File: config.mk
export PLATFORM = sky130hd
export DESIGN_NAME = mem_stage
export DESIGN_NICKNAME = d
export VERILOG_FILES = /design/src/rtl/mem_pkg.sv /design/src/rtl/mem_align.sv /design/src/rtl/mem_stage.sv
export SDC_FILE = /design/constraint.sdc
export NUM_CORES = 1
export LEC_CHECK = 0
export CORE_ASPECT_RATIO = 1.25
export CORE_MARGIN = 5
export CORE_UTILIZATION = 40
export CTS_CLUSTER_DIAMETER = 200
export CTS_CLUSTER_SIZE = 28
export DETAILED_ROUTE_END_ITERATION = 10
export DONT_BUFFER_PORTS = 1
export PLACE_DENSITY_LB_ADDON = 0.2
export SYNTH_ARGS = -nofsm -noshare
export SYNTH_HDL_FRONTEND = slang
export SYNTH_SLANG_ARGS = --single-unit
File: constraint.sdc
create_clock -name clk -period 3.1 [get_ports clk]
set_input_delay 0.465 -clock clk [delete_from_list [all_inputs] [get_ports clk]]
set_output_delay 0.465 -clock clk [all_outputs]
set_load 0.02 [all_outputs]
File: src/rtl/mem_pkg.sv
// =============================================================================
// mem_pkg : bus widths, field offsets, size codes and FSM states for mem_stage
// Revision: 1.0
// =============================================================================
`default_nettype none

package mem_pkg;

    localparam int EXE_MEM_W = 157;
    localparam int MEM_WB_W  = 122;

    // EXE->MEM field offsets
    localparam int EM_LOAD     = 156;
    localparam int EM_STORE    = 155;
    localparam int EM_SIZE_LO  = 153;
    localparam int EM_SIGN     = 152;
    localparam int EM_SD_LO    = 120;
    localparam int EM_RES_LO   = 88;
    localparam int EM_LO_LO    = 56;
    localparam int EM_CTL_HI   = 55;
    localparam int EM_CTL_LO   = 39;
    localparam int EM_OVF      = 38;
    localparam int EM_WEN      = 37;
    localparam int EM_WDEST_LO = 32;

    // MEM->WB field offsets
    localparam int MW_WEN       = 121;
    localparam int MW_WDEST_LO  = 116;
    localparam int MW_RESULT_LO = 84;
    localparam int MW_LO_LO     = 52;
    localparam int MW_RADDR_ERR = 34;
    localparam int MW_WADDR_ERR = 33;

    localparam logic [1:0] SZ_BYTE = 2'b00;
    localparam logic [1:0] SZ_HALF = 2'b01;
    localparam logic [1:0] SZ_WORD = 2'b10;

    typedef enum logic [1:0] {
        ST_EMPTY  = 2'd0,
        ST_ISSUE  = 2'd1,
        ST_LDWAIT = 2'd2,
        ST_HOLD   = 2'd3
    } mem_state_e;

endpackage

`default_nettype wire

File: src/rtl/mem_align.sv
// =============================================================================
// mem_align : store strobe/data generation, load lane extract and misalignment
// Revision: 1.0
// =============================================================================
`default_nettype none

module mem_align
    import mem_pkg::*;
(
    input  logic [1:0]  addr_i,
    input  logic [1:0]  size_i,
    input  logic        load_sign_i,
    input  logic [31:0] store_data_i,
    input  logic [31:0] rdata_i,
    output logic [3:0]  strobe_o,
    output logic [31:0] wdata_o,
    output logic [31:0] ld_result_o,
    output logic        misaligned_o
);

    logic [7:0]  w_lane_b;
    logic [15:0] w_lane_h;

    always_comb begin
        w_lane_b = rdata_i[7:0];
        case (addr_i)
            2'd0:    w_lane_b = rdata_i[7:0];
            2'd1:    w_lane_b = rdata_i[15:8];
            2'd2:    w_lane_b = rdata_i[23:16];
            default: w_lane_b = rdata_i[31:24];
        endcase
        w_lane_h = addr_i[1] ? rdata_i[31:16] : rdata_i[15:0];
    end

    // Size code 11 falls into the word branch.
    always_comb begin
        strobe_o     = 4'b0000;
        wdata_o      = 32'h0;
        ld_result_o  = 32'h0;
        misaligned_o = 1'b0;
        case (size_i)
            SZ_BYTE: begin
                strobe_o    = 4'b0001 << addr_i;
                wdata_o     = {4{store_data_i[7:0]}};
                ld_result_o = {{24{load_sign_i & w_lane_b[7]}}, w_lane_b};
            end
            SZ_HALF: begin
                misaligned_o = addr_i[0];
                strobe_o     = addr_i[1] ? 4'b1100 : 4'b0011;
                wdata_o      = {2{store_data_i[15:0]}};
                ld_result_o  = {{16{load_sign_i & w_lane_h[15]}}, w_lane_h};
            end
            default: begin
                misaligned_o = |addr_i;
                strobe_o     = 4'b1111;
                wdata_o      = store_data_i;
                ld_result_o  = rdata_i;
            end
        endcase
    end

endmodule

`default_nettype wire

File: src/rtl/mem_stage.sv
// =============================================================================
// mem_stage : pipeline memory-access stage with EXE->MEM register and data RAM
// Revision: 1.0
// =============================================================================
`default_nettype none

module mem_stage
    import mem_pkg::*;
(
    input  logic                 clk,
    input  logic                 resetn,
    input  logic                 EXE_over,
    input  logic [EXE_MEM_W-1:0] EXE_MEM_bus,
    output logic                 MEM_allow_in,
    input  logic                 WB_allow_in,
    input  logic                 cancel,
    output logic                 MEM_valid,
    output logic                 MEM_over,
    output logic [MEM_WB_W-1:0]  MEM_WB_bus,
    output logic [4:0]           MEM_wdest,
    output logic [31:0]          dm_addr,
    output logic [3:0]           dm_wen,
    output logic [31:0]          dm_wdata,
    input  logic [31:0]          dm_rdata
);

    logic [EXE_MEM_W-1:0] bus_q;
    logic [31:0]          ld_data_q;
    mem_state_e           state_q, state_d;

    logic        w_is_load, w_is_store, w_misaligned, w_ld_go;
    logic        w_handoff, w_stage_load;
    logic [31:0] w_exe_result, w_ld_word, w_ld_result, w_mem_result;
    logic [3:0]  w_strobe;
    logic [4:0]  w_wdest;

    assign w_is_load    = bus_q[EM_LOAD];
    assign w_is_store   = bus_q[EM_STORE];
    assign w_exe_result = bus_q[EM_RES_LO +: 32];
    assign w_wdest      = bus_q[EM_WDEST_LO +: 5];

    // RAM data is live only in LDWAIT; HOLD replays the captured word.
    assign w_ld_word = (state_q == ST_LDWAIT) ? dm_rdata : ld_data_q;

    mem_align u_align (
        .addr_i       (w_exe_result[1:0]),
        .size_i       (bus_q[EM_SIZE_LO +: 2]),
        .load_sign_i  (bus_q[EM_SIGN]),
        .store_data_i (bus_q[EM_SD_LO +: 32]),
        .rdata_i      (w_ld_word),
        .strobe_o     (w_strobe),
        .wdata_o      (dm_wdata),
        .ld_result_o  (w_ld_result),
        .misaligned_o (w_misaligned)
    );

    assign w_ld_go      = w_is_load & ~w_misaligned;
    assign MEM_valid    = (state_q != ST_EMPTY);
    assign MEM_over     = ((state_q == ST_ISSUE) & ~w_ld_go)
                        | (state_q == ST_LDWAIT) | (state_q == ST_HOLD);
    assign MEM_allow_in = ~MEM_valid | (MEM_over & WB_allow_in);
    assign w_handoff    = MEM_over & WB_allow_in & ~cancel;
    assign w_stage_load = EXE_over & MEM_allow_in & ~cancel;

    assign dm_addr   = {w_exe_result[31:2], 2'b00};
    assign dm_wen    = ((state_q == ST_ISSUE) & w_is_store & ~w_misaligned & ~cancel)
                       ? w_strobe : 4'b0000;
    assign MEM_wdest = w_wdest & {5{MEM_valid}};

    assign w_mem_result = w_is_load ? w_ld_result : w_exe_result;

    assign MEM_WB_bus = {
        bus_q[EM_WEN] & ~(w_is_load & w_misaligned),
        w_wdest,
        w_mem_result,
        bus_q[EM_LO_LO +: 32],
        bus_q[EM_CTL_HI:EM_CTL_LO],
        w_is_load & w_misaligned,
        w_is_store & w_misaligned,
        bus_q[EM_OVF],
        bus_q[31:0]
    };

    always_comb begin
        state_d = state_q;
        if (cancel) begin
            state_d = ST_EMPTY;
        end else begin
            case (state_q)
                ST_EMPTY: begin
                    if (w_stage_load) state_d = ST_ISSUE;
                end
                ST_ISSUE: begin
                    if (w_ld_go)        state_d = ST_LDWAIT;
                    else if (w_handoff) state_d = w_stage_load ? ST_ISSUE : ST_EMPTY;
                    else                state_d = ST_HOLD;
                end
                default: begin
                    if (w_handoff) state_d = w_stage_load ? ST_ISSUE : ST_EMPTY;
                    else           state_d = ST_HOLD;
                end
            endcase
        end
    end

    always_ff @(posedge clk or negedge resetn) begin
        if (!resetn) begin
            state_q   <= ST_EMPTY;
            bus_q     <= '0;
            ld_data_q <= 32'h0;
        end else begin
            state_q <= state_d;
            if (w_stage_load)
                bus_q <= EXE_MEM_bus;
            if (state_q == ST_LDWAIT)
                ld_data_q <= dm_rdata;
        end
    end

endmodule

`default_nettype wire

==> impl_metrics.ini <==
[outcome]
status = finished, violations left
violations = negative hold slack

[die]
placeableCoreArea_um2 = 23600
row_count = 63
dieWidth_um = 148
fp.dieArea_um2 = 27200
start_util_pct = 40.5
ios = 392
die_y_um = 183

[route]
initialDrtViolationCount = 259
wl_per_cell_um = 27.2
vias = 5486
drc = 0
first_pass_iters = 4
ant_nets = 0
via_per_inst = 5.66
wl_mm = 26.4

[critical_path]
worstRegToRegCells = 7
worstPathMaxFanout = 9
r2r-end = bus_q[67]
worstPathCellList = nor2b_4 -> buf_4 -> mux2_4 -> a22o_4 -> o21a_4 -> o32a_1 -> buf_4
cpPeakStageDelay_ns = 0.41
crit_required_ns = 2.63
critical-path-top-cell-by-count = buf_4
crit_end = MEM_WB_bus[108]
path_buf_inv = 2
cp_slowest_cell = dfrtp_1
r2r_slack_ns = 0.50
cp_top_family = compound AO/OA/AOI/OAI gates
arrival_ns = 2.55
reg2reg_from = bus_q[89]
cp-startpoint = state_q[0]
cp_num_cells = 7
critical_path_class = flop to output pin
worstSetupEndpointType = output pin
cp-start-kind = flop

[timing]
setup_viol = 0
worst_slew_pin_slew_ns = 0.802
period_minus_slack_ns = 3.01
final_max_slew_viol_count = 0
slew_headroom_pct = 46.0
whs_ns = -0.273
post-route-period-util_pct = 97.2
timing.fmax_ghz = 0.332
hold_viol_final = 191
skew_ns = 0.00893
worst_slack_ns = 0.0877

[logic_synthesis]
yosys_warnings = 0
netlist_instances = 774
async_reset_ff_share_pct = 100
ys.flop_type = dfrtp_1
yosysSeqAreaShare_pct = 49.9
synth_edf_count = 0
synth-seq-cells = 191
ys_types = 46
syn_avg_cell_area_um2 = 12.4
syn-cell-area_um2 = 9580

[placed_design]
place_hpwl_mm = 19.7
place.gp.congestion = 0.856
placed_cell_area_um2 = 9040
portBuffers = 0
pre_cts_ws_ns = 0.189

[power]
p_total_w = 0.00975
power_density_nw_per_um2 = 997
ir_drop_mv = 0.420
p_leak_nw = 4.15

[cts]
ctsLongestPathBuffers = 2
clkSinkCount = 191
cts_buffers = 17
clkTransAtPathRegs_ns = 0.08
root_buffer = clkbuf_16
h-tree-depth = 4
tritoncts = built
clock_latency_ns = 0.43

[cells_and_area]
multiInputGateArea_um2 = 3590
final_area_um2 = 9780
fin_nets = 859
regArea_um2 = 4780
fillers = 2192
n_antenna_cell = 0
areaGrowthSynthToFinish_pct = 2.16
drive_gt1_share_pct = 41.9

[flow_run]
max-cap-violations = 0

[worst_hold_path]
hold_class = primary input to async pin

[global_route]
track_usage_pct = 18.6
grt_overflow_total = 0
grt_pass1_vias = 5914
grt_antenna_before_repair = 3
grt_max_degree = 192
grt_pass1_wl_mm = 38.5
-- power breakdown --
group | leakage (nW) | internal (W) | switching, W
Combinational | 1.62 | 0.00136 | 0.00179
Sequential | 2.24 | 0.00323 | 0.00113
Clock | 0.283 | 0.00123 | 0.00101
-- area by class of cell --
type | instances | share of cell area, %
Clock buffer | 19 | 4.53
Clock inverter | 13 | 1.55
Inverter | 20 | 0.767
Multi-Input combinational cell | 394 | 36.7
Sequential cell | 191 | 48.9
Tap cell | 292 | 3.73
Timing Repair Buffer | 41 | 3.84
-- layer usage --
layer / global-route usage [%] / share of wire, % / wire, µm
met2: 33.4 / 53 / 14000
met4: 4.73 / 1.2 / 328
met3: 7.91 / 10 / 2630
met5: 0 / 0.16 / 41
met1: 20.3 / 36 / 9400
-- worst register-to-register path, delay by kind of cell, from the launching register on --
kind | cells | cell delay [ns]
compound gates | 2 | 0.30
buf+inv | 2 | 0.63
flops | 1 | 0.52
mux | 1 | 0.49
simple gates | 2 | 0.55
-- worst min path at each step --
stage	from	endpoint	slack, ns	cells past startpoint
6_report	resetn	bus_q[107]	-0.27	0
5_1_grt	resetn	bus_q[103]	-0.30	0
4_1_cts	resetn	bus_q[107]	-0.30	0
3_5_place_dp	resetn	bus_q[103]	0.18	0
3_3_place_gp	resetn	bus_q[103]	0.18	0
2_1_floorplan	resetn	bus_q[0]	0.17	0
-- Yosys cell counts, drive strengths merged, types with 3 or more instances --
| master | count | area share [%] |
|---|---|---|
| a31oi | 4 | 0.26 |
| nand2 | 36 | 1.4 |
| a32oi | 3 | 0.27 |
| mux2 | 195 | 23 |
| o21ai | 18 | 0.94 |
| nor2 | 20 | 0.78 |
| o22ai | 8 | 0.52 |
| a22o | 3 | 0.27 |
| clkbuf | 15 | 0.59 |
| a21oi | 12 | 0.63 |
| buf | 156 | 12 |
| and3 | 3 | 0.20 |
| a221oi | 6 | 0.55 |
| nor2b | 8 | 0.52 |
| dfrtp | 191 | 50 |
| a2bb2oi | 4 | 0.37 |
| a22oi | 4 | 0.31 |
| mux2i | 23 | 2.4 |
| nor3 | 3 | 0.16 |
| o21a | 3 | 0.24 |
| o32a | 16 | 1.7 |
| inv | 18 | 0.71 |
-- kinds of logic (layout without fill, tap and decap cells) --
kind of cell              count (synthesis)  in the layout  synth area share [%]
xor gates and xnor gates                  2              2                 0.183
buffers and inverters                   191             93                  13.4
other                                     1              2                0.0392
muxes                                   220            220                  25.9
DFF                                     191            191                  49.9
and+or+nand+nor                          79             79                  3.80
AOI/OAI and AO/OA                        90             91                  6.81
-- sequential cells by signal (all words and copies together) (netlist names) --
register,count
bus_q,157
ld_data_q,32
state_q,2
-- repair_timing --
action / CTS / global route
hold endpoints to repair: 191 / 191
gates cloned: 0 / 2
setup buffers: 2 / 4
gates resized for setup: 7 / 5
pin swaps: 0 / 2
endpoints found under the setup margin: 20 / 17
-- stage by stage --
stage	TNS, ns	utilization (%)	std cells
3_5_place_dp	0	38.2	930
4_1_cts	0	41.0	964
6_report	0	41.4	970
5_1_grt	-0.00584	41.4	970
3_3_place_gp	0	38.2	930
2_1_floorplan	0	-	775
-- placed cells by master, fill, tap and decap left out, types with 2 or more instances in the layout --
cell type / synthesis / final
mux2_2: 193 / 192
dfrtp_1: 191 / 189
nand2_1: 36 / 36
buf_4: 142 / 36
nor2_1: 20 / 20
mux2i_1: 23 / 19
inv_1: 18 / 18
clkbuf_16: 0 / 18
o21ai_0: 16 / 16
o32a_1: 16 / 16
a21oi_1: 12 / 12
o22ai_1: 8 / 8
nor2b_1: 8 / 7
a221oi_1: 6 / 5
inv_6: 0 / 5
mux2i_2: 0 / 4
a31oi_1: 4 / 4
a22oi_1: 4 / 4
buf_12: 0 / 4
mux2_4: 2 / 3
a2bb2oi_1: 4 / 3
and3_1: 3 / 3
a32oi_1: 3 / 3
nor3_1: 3 / 3
clkinvlp_4: 0 / 3
o21a_2: 0 / 2
clkinv_1: 2 / 2
nand3_1: 2 / 2
o21ai_1: 2 / 2
a22o_1: 3 / 2
o211ai_1: 2 / 2
mux4_2: 2 / 2
a211oi_1: 2 / 2
xnor2_1: 2 / 2
conb_1: 1 / 2
dfrtp_2: 0 / 2
bufinv_16: 0 / 2
No activity file was read; power rests on OpenSTA's default activity.
